[src/rtl/barrel_pkg.sv]
// Shared definitions for the ones-fill barrel shifter family:
// datapath sizes, the fill value and the iterative-unit state encoding.
package barrel_pkg;

    localparam int   WIDTH = 16;
    localparam int   CW    = 4;
    localparam logic FILL  = 1'b1;

    typedef enum logic [1:0] {
        IDLE  = 2'd0,
        SHIFT = 2'd1,
        DONE  = 2'd2
    } state_t;

endpackage

[src/rtl/norm_step.sv]
// Single combinational normalization step: tests the active edge bit for
// fill and produces the word moved one place away from that edge.
module norm_step #(
    parameter int WIDTH = barrel_pkg::WIDTH
) (
    input  logic [WIDTH-1:0] word,
    input  logic             dir,
    input  logic             fill,
    output logic [WIDTH-1:0] next_word,
    output logic             edge_fill
);

    logic edge_bit;

    assign edge_bit  = dir ? word[0] : word[WIDTH-1];
    assign edge_fill = (edge_bit == fill);

    // The vacated position always receives 0, whatever the fill value.
    assign next_word = dir ? {1'b0, word[WIDTH-1:1]} : {word[WIDTH-2:0], 1'b0};

endmodule

[src/rtl/barrel_normalizer.sv]
// Iterative inverse of the ones-fill barrel shifter: strips fill bits from
// one edge of a word at one bit per clock, behind valid/ready handshakes.
module barrel_normalizer #(
    parameter int   WIDTH = barrel_pkg::WIDTH,
    parameter int   CW    = barrel_pkg::CW,
    parameter logic FILL  = barrel_pkg::FILL
) (
    input  logic             clk,
    input  logic             rst_n,
    input  logic             in_valid,
    output logic             in_ready,
    input  logic [WIDTH-1:0] in_data,
    input  logic             in_dir,
    output logic             out_valid,
    input  logic             out_ready,
    output logic [WIDTH-1:0] out_data,
    output logic [CW-1:0]    out_count,
    output logic             out_all_fill
);

    import barrel_pkg::*;

    localparam logic [CW-1:0] CNT_MAX = CW'(WIDTH - 1);

    state_t           state;
    logic [WIDTH-1:0] work;
    logic             dir;
    logic [CW-1:0]    count;
    logic             all_fill;
    logic [WIDTH-1:0] next_word;
    logic             edge_fill;

    norm_step #(
        .WIDTH (WIDTH)
    ) u_step (
        .word      (work),
        .dir       (dir),
        .fill      (FILL),
        .next_word (next_word),
        .edge_fill (edge_fill)
    );

    // Saturating at WIDTH-1 leaves one fill bit behind on an all-fill word,
    // which keeps the count within CW bits.
    always_ff @(posedge clk) begin
        if (!rst_n) begin
            state    <= IDLE;
            work     <= '0;
            dir      <= 1'b0;
            count    <= '0;
            all_fill <= 1'b0;
        end else begin
            case (state)
                IDLE: begin
                    if (in_valid) begin
                        work     <= in_data;
                        dir      <= in_dir;
                        count    <= '0;
                        all_fill <= (in_data == {WIDTH{FILL}});
                        state    <= SHIFT;
                    end
                end
                SHIFT: begin
                    if (edge_fill && (count != CNT_MAX)) begin
                        work  <= next_word;
                        count <= count + 1'b1;
                    end else begin
                        state <= DONE;
                    end
                end
                DONE: begin
                    if (out_ready) begin
                        state <= IDLE;
                    end
                end
                default: state <= IDLE;
            endcase
        end
    end

    assign in_ready     = (state == IDLE);
    assign out_valid    = (state == DONE);
    assign out_data     = work;
    assign out_count    = count;
    assign out_all_fill = all_fill;

endmodule

[config.mk]
export PLATFORM = sky130hd
export DESIGN_NAME = barrel_normalizer
export DESIGN_NICKNAME = d
export VERILOG_FILES = /design/src/rtl/barrel_pkg.sv /design/src/rtl/norm_step.sv /design/src/rtl/barrel_normalizer.sv
export SDC_FILE = /design/constraint.sdc
export NUM_CORES = 1
export LEC_CHECK = 0
export ABC_AREA = 1
export BUFFER_PORTS_ARGS = -buffer_cell sky130_fd_sc_hd__buf_4
export CAP_MARGIN = 20
export CORE_AREA = 3 3 62 64
export CTS_BUF_LIST = sky130_fd_sc_hd__clkbuf_16
export DETAILED_ROUTE_END_ITERATION = 8
export DIE_AREA = 0 0 65 67
export HOLD_SLACK_MARGIN = 0.12
export PLACE_DENSITY = 0.76
export SLEW_MARGIN = 10
export SYNTH_ARGS = -nofsm -noshare
export SYNTH_HDL_FRONTEND = slang
export SYNTH_SLANG_ARGS = --single-unit
[constraint.sdc]
create_clock -name clk -period 1.7 [get_ports clk]
set_clock_uncertainty 0.2 [all_clocks]
set_input_delay 0.085 -clock clk [delete_from_list [all_inputs] [get_ports clk]]
set_output_delay 0.085 -clock clk [all_outputs]
set_load 0.005 [all_outputs]
==> results of run 1 <==
area by class of cell:
| type | instances | area [sq um] | area share, % |
|---|---|---|---|
| sequential | 24 | 480.5 | 22.74 |
| tap | 46 | 57.56 | 2.724 |
| clock buffer | 3 | 75.07 | 3.552 |
| timing repair buffer | 69 | 590.6 | 27.95 |
| multi-input combinational | 180 | 818.3 | 38.72 |
| clock inverter | 1 | 3.754 | 0.1776 |
| inverter | 22 | 87.58 | 4.144 |
cells by family after synthesis:
kind of cell,synth area share (%)
AOI/OAI and AO/OA,9.863
xor gates and xnor gates,0.5953
adders and majority gates,0.8502
buffers and inverters,11.73
DFF,32.65
and+or+nand+nor,44.30
critical path: stages (launching register included):
cell	delay [ns]
dfxtp_1	0.37
ha_1	0.20
nand3_1	0.15
nand3_4	0.15
buf_12	0.16
nand3b_1	0.09
nand2_1	0.07
nor2_1	0.04
stage by stage:
step,setup WS [ns],instances,hold slack (ns)
4_1_cts,0.1588,345,0.1323
5_1_grt,0.01751,345,0.1730
6_report,0.1798,345,0.1521
3_5_place_dp,0.1767,322,0.1921
3_3_place_gp,0.2433,322,0.2050
2_1_floorplan,0.2161,239,0.04713
path summary, 6_finish.rpt:
path                start           end  slack [ns]  depth (start not counted)
max          out_count[1]  out_count[1]        0.18                          7
min              in_valid  out_count[2]        0.15                          4
max reg2reg  out_count[1]  out_count[1]        0.18                          7
min reg2reg  out_all_fill  out_all_fill        0.27                          2
cells in the mapped netlist, drive strengths merged:
cell and n:
nand3b 3, nand4 2, nand3 19, ha 1
nor2 49, clkbuf 3, nor3 1, a21oi 5
dfxtp 24, xnor2 1, inv 22, nand2 82
o21ai 3, o211ai 14, buf 10
per-layer routing:
metal	share of wire, %	wire length, microns	GRT usage [%]
met5	0	0	0
met4	0.38	16	4.749
met3	5.5	230	2.698
met2	49	2070	34.99
met1	45	1871	26.79
layout by cell type, fill, tap and decap left out, types with 5 or more instances in the layout:
cell	synthesis	routed
nand2_1	79	79
nor2_1	49	49
buf_4	3	48
dfxtp_1	24	24
inv_1	19	19
dlygate4sd3_1	0	19
nand3_1	18	18
o211ai_1	14	14
a21oi_1	5	5
power by group through the flow:
| stage | Clock (W) | Sequential [W] | Combinational, W |
|---|---|---|---|
| finish | 0.000521 | 0.000674 | 0.000537 |
| global route | 0.000549 | 0.000683 | 0.000605 |
| CTS | 0.000527 | 0.000673 | 0.000532 |
| detailed placement | 0 | 0.000685 | 0.000495 |
| global placement | 0 | 0.000686 | 0.000491 |
| floorplan | 0 | 0.000679 | 0.000304 |
state kept, by name (all words and copies together), names as in the netlist:
register	flops
out_all_fill	1
out_data	16
dir	1
state	2
out_count	4
timing repair:
action / CTS / global route
hold buffers: 19 / 0
endpoints found under the hold margin: 24 / 0
endpoints found under the setup margin: 0 / 3
setup buffers: 0 / 0
gates resized for setup: 0 / 1
==> flow_summary.toml, run 1 <==
[finish]
diodes = 0
final_net_count = 322
areaGrowthSynthToFinish_pct = 43.62
fillCellCount = 321
post-route-util_pct = 63.33
drive_above_1_share_pct = 20.07
design_area_sq_um = 2113

[sta]
rsz0062_at_grt = "false"
final.setup.tns_ns = 0
fmax_mhz = 657.8
slew_headroom_pct = 79.82
final_max_slew_viol_count = 0
tightest_slew_ns = 0.3016
setup_viol = 0
final_hold_viol_count = 0
layout_min_cycle_time_ns = 1.520
period_share_pct = 89.42

[cts]
clk_pin_slew_ns = 0.06
cts.sinks = 24
cts.path.max_buffers = 2
cts_tree = "built"
insertion_delay_ns = 0.26
ctsHtreeMaxLevel = 1
cts_root_buf = "clkbuf_16"
cts_made_buffers = 3

[floorplan]
rows = 21
die_h_microns = 67
start_util_pct = 44.09
ios = 44
core-area_sq_um = 3337
die_area_sq_um = 4355
die_x_microns = 65

[route]
drc = 0
drt-vias-per-instance = 4.893
drtIter0Drc = 104
num_vias = 1688
routedWlPerCell_microns = 12.14
drt_first_pass_iters = 4
totalWireLength_microns = 4188
ant_nets = 0

[place]
placed_area_sq_um = 1842
gp_congestion = 0.7870
hpwl_microns = 2729
portBuffers = 43

[power]
pwr_density_cell_nw_per_um2 = 820.1
p_int_w = 0.001194
ir_drop_v = 0.0004685
switching_share_pct = 31.11
seq_power_share_pct = 38.9
power.share.combinational_pct = 31.0
leakage_nw = 1.052
p_clk_share_pct = 30.1
p_switching_w = 0.0005392
p_total_w = 0.001733

[global_route]
antenna_found_initial = 0
grt_pass1_vias = 1510
grt_util_all_layers_pct = 20.32
grt-ovfl-total = 0
grt_max_degree = 23
grt_pass1_wl_microns = 6900

[yosys]
synth_top_area_share_pct = 32.65
synth_top_area_cell = "dfxtp_1"
syn-num-nets = 261
syn_area_sq_um = 1471
yosys_warnings = 0
synth_cells = 239
ys_ff_latch = 24
syn_avg_cell_area_sq_um = 6.157
synthTopCellsByArea = "dfxtp_1 (33%), nand2_1 (20%), nor2_1 (13%)"
yosysSeqAreaShare_pct = 32.65
ys_types = 22

[worst_setup_path]
critical_path_required_ns = 1.65
crit_path_start_kind = "register"
crit_path_end_kind = "register"
worstPathArrival_ns = 1.47
criticalPathCategory = "register to register"
crit_fanout = 20

[worst_hold_path]
hold_class = "primary input to register"

[run]
max_cap_viol_count = 0

[outcome]
status = "completed"
Power figures use the tool's default switching activity.
==> inputs of run 2 (changes only) <==
--- a/config.mk
+++ b/config.mk
@@ -13,6 +13,7 @@
 export DETAILED_ROUTE_END_ITERATION = 8
 export DIE_AREA = 0 0 65 67
 export HOLD_SLACK_MARGIN = 0.12
+export MAX_ROUTING_LAYER = met4
 export PLACE_DENSITY = 0.76
 export SLEW_MARGIN = 10
 export SYNTH_ARGS = -nofsm -noshare
==> flow_summary.toml, run 2 (synthesized netlist as in run 1, its figures left out) <==
[cts]
cts_root_buf = "clkbuf_16"
ctsHtreeMaxLevel = 1
cts.path.max_buffers = 2
insertion_delay_ns = 0.26
cts.sinks = 24
cts_made_buffers = 3
cts_tree = "built"
post_cts_buffers = 0
clk_pin_slew_ns = 0.06

[global_route]
grt-ovfl-total = 0
grt_pass1_wl_microns = 6872
grt_util_all_layers_pct = 20.78
antenna_found_initial = 0
grt_max_degree = 23
grt_pass1_vias = 1513

[place]
gp_congestion = 0.7981
hpwl_microns = 2729
dpl_worst_slack_ns = 0.1767
portBuffers = 43

[worst_hold_path]
worstHoldStart = "in_valid"
hold_end = "out_count[2]"
hold_depth = 4
hold_class = "primary input to register"

[worst_setup_path]
rr_endpoint = "out_count[1]"
r2r_cells = 7
reg2reg_setup_slack_ns = 0.18
crit_path_end_kind = "register"
crit_path_start_kind = "register"
criticalPathCategory = "register to register"
worstPathArrival_ns = 1.47
critical_path_required_ns = 1.65
crit_fanout = 20
reg2reg_from = "out_count[1]"

[sta]
rsz0062_at_grt = "false"
timing.final.ws_setup_ns = 0.1812
fmax_mhz = 658.4
holdWs_ns = 0.1516
final_max_slew_viol_count = 0
setup_viol = 0
final.setup.tns_ns = 0
slew_headroom_pct = 79.81
layout_min_cycle_time_ns = 1.519
period_share_pct = 89.34
final_hold_viol_count = 0
tightest_slew_ns = 0.3018

[outcome]
status = "completed"

[finish]
diodes = 0
areaGrowthSynthToFinish_pct = 43.62
largest_reg_flops = 16
layout_commonest_cell = "nand2_1"
layout_common_cells = "nand2_1 (79), nor2_1 (49), buf_4 (48), dfxtp_1 (24)"
final_net_count = 322
drive_above_1_share_pct = 20.07

[floorplan]
ios = 44
start_util_pct = 44.09
die_x_microns = 65
die_area_sq_um = 4355
die_h_microns = 67
rows = 21
core-area_sq_um = 3337

[route]
routedWlPerCell_microns = 12.10
drt_first_pass_iters = 4
drtIter0Drc = 112
num_vias = 1683
drc = 0
totalWireLength_microns = 4175
drt-vias-per-instance = 4.878
ant_nets = 0

[power]
switching_share_pct = 31.25
seq_power_share_pct = 38.8
p_total_w = 0.001737
p_int_w = 0.001194
ir_drop_v = 0.0004698
p_clk_share_pct = 30.3
leakage_nw = 1.052
p_switching_w = 0.0005428
pwr_density_cell_nw_per_um2 = 821.9
power.share.combinational_pct = 30.9

[run]
max_cap_viol_count = 0
run 2: stage by stage:
step | utilization (%) | cells | instance area, sq um
final | 63.33 | 345 | 2113
after global routing | 63.33 | 345 | 2113
after CTS | 63.25 | 345 | 2111
after detailed placement | 55.19 | 322 | 1842
after global placement | 55.19 | 322 | 1842
after floorplan | - | 239 | 1471
run 2: power groups by stage:
| stage | combinational (W) | sequential [W] | clock, W |
|---|---|---|---|
| CTS | 0.000532 | 0.000673 | 0.000527 |
| floorplan | 0.000304 | 0.000679 | 0 |
| global route | 0.000604 | 0.000682 | 0.000549 |
| detailed placement | 0.000495 | 0.000685 | 0 |
| finish | 0.000537 | 0.000674 | 0.000526 |
| global placement | 0.000491 | 0.000686 | 0 |
run 2: metal layers:
| layer | up-vias | share of wire (%) | global-route usage [%] |
|---|---|---|---|
| met3 | 0 | 4.9 | 2.361 |
| li1 | 872 | - | - |
| met5 | - | 0 | - |
| met2 | 48 | 50 | 35.12 |
| met4 | 0 | 0 | 4.749 |
| met1 | 763 | 45 | 26.69 |
run 2: cell type report:
class / count / area, sq um
multi-input cells: 180 / 818.3
inverters: 22 / 87.58
well taps: 46 / 57.56
clock buffers: 3 / 75.07
repair buffers: 69 / 590.6
fillers: 321 / 1224
clock inverters: 1 / 3.754
flip-flops and latches: 24 / 480.5
run 2: worst max-delay path by stage:
stage                  from      endpoint  slack [ns]
2_1_floorplan  out_count[0]  out_data[10]        0.22
3_3_place_gp   out_count[1]   out_data[1]        0.24
3_5_place_dp   out_count[1]  out_count[1]        0.18
4_1_cts        out_count[1]   out_data[0]        0.16
5_1_grt        out_count[1]   out_data[0]        0.02
6_report       out_count[1]  out_count[1]        0.18
run 2: what timing repair did:
action | 4_1_cts | 5_1_grt
hold buffers | 19 | 0
endpoints found under the setup margin | 0 | 3
gates resized for setup | 0 | 1
hold endpoints to repair | 24 | 0
run 2: worst max-delay path, cell delays in order, from the launching register on:
cell and delay [ns]:
dfxtp_1 0.37, ha_1 0.20, nand3_1 0.15, nand3_4 0.15, buf_12 0.16, nand3b_1 0.09
nand2_1 0.07, nor2_1 0.04
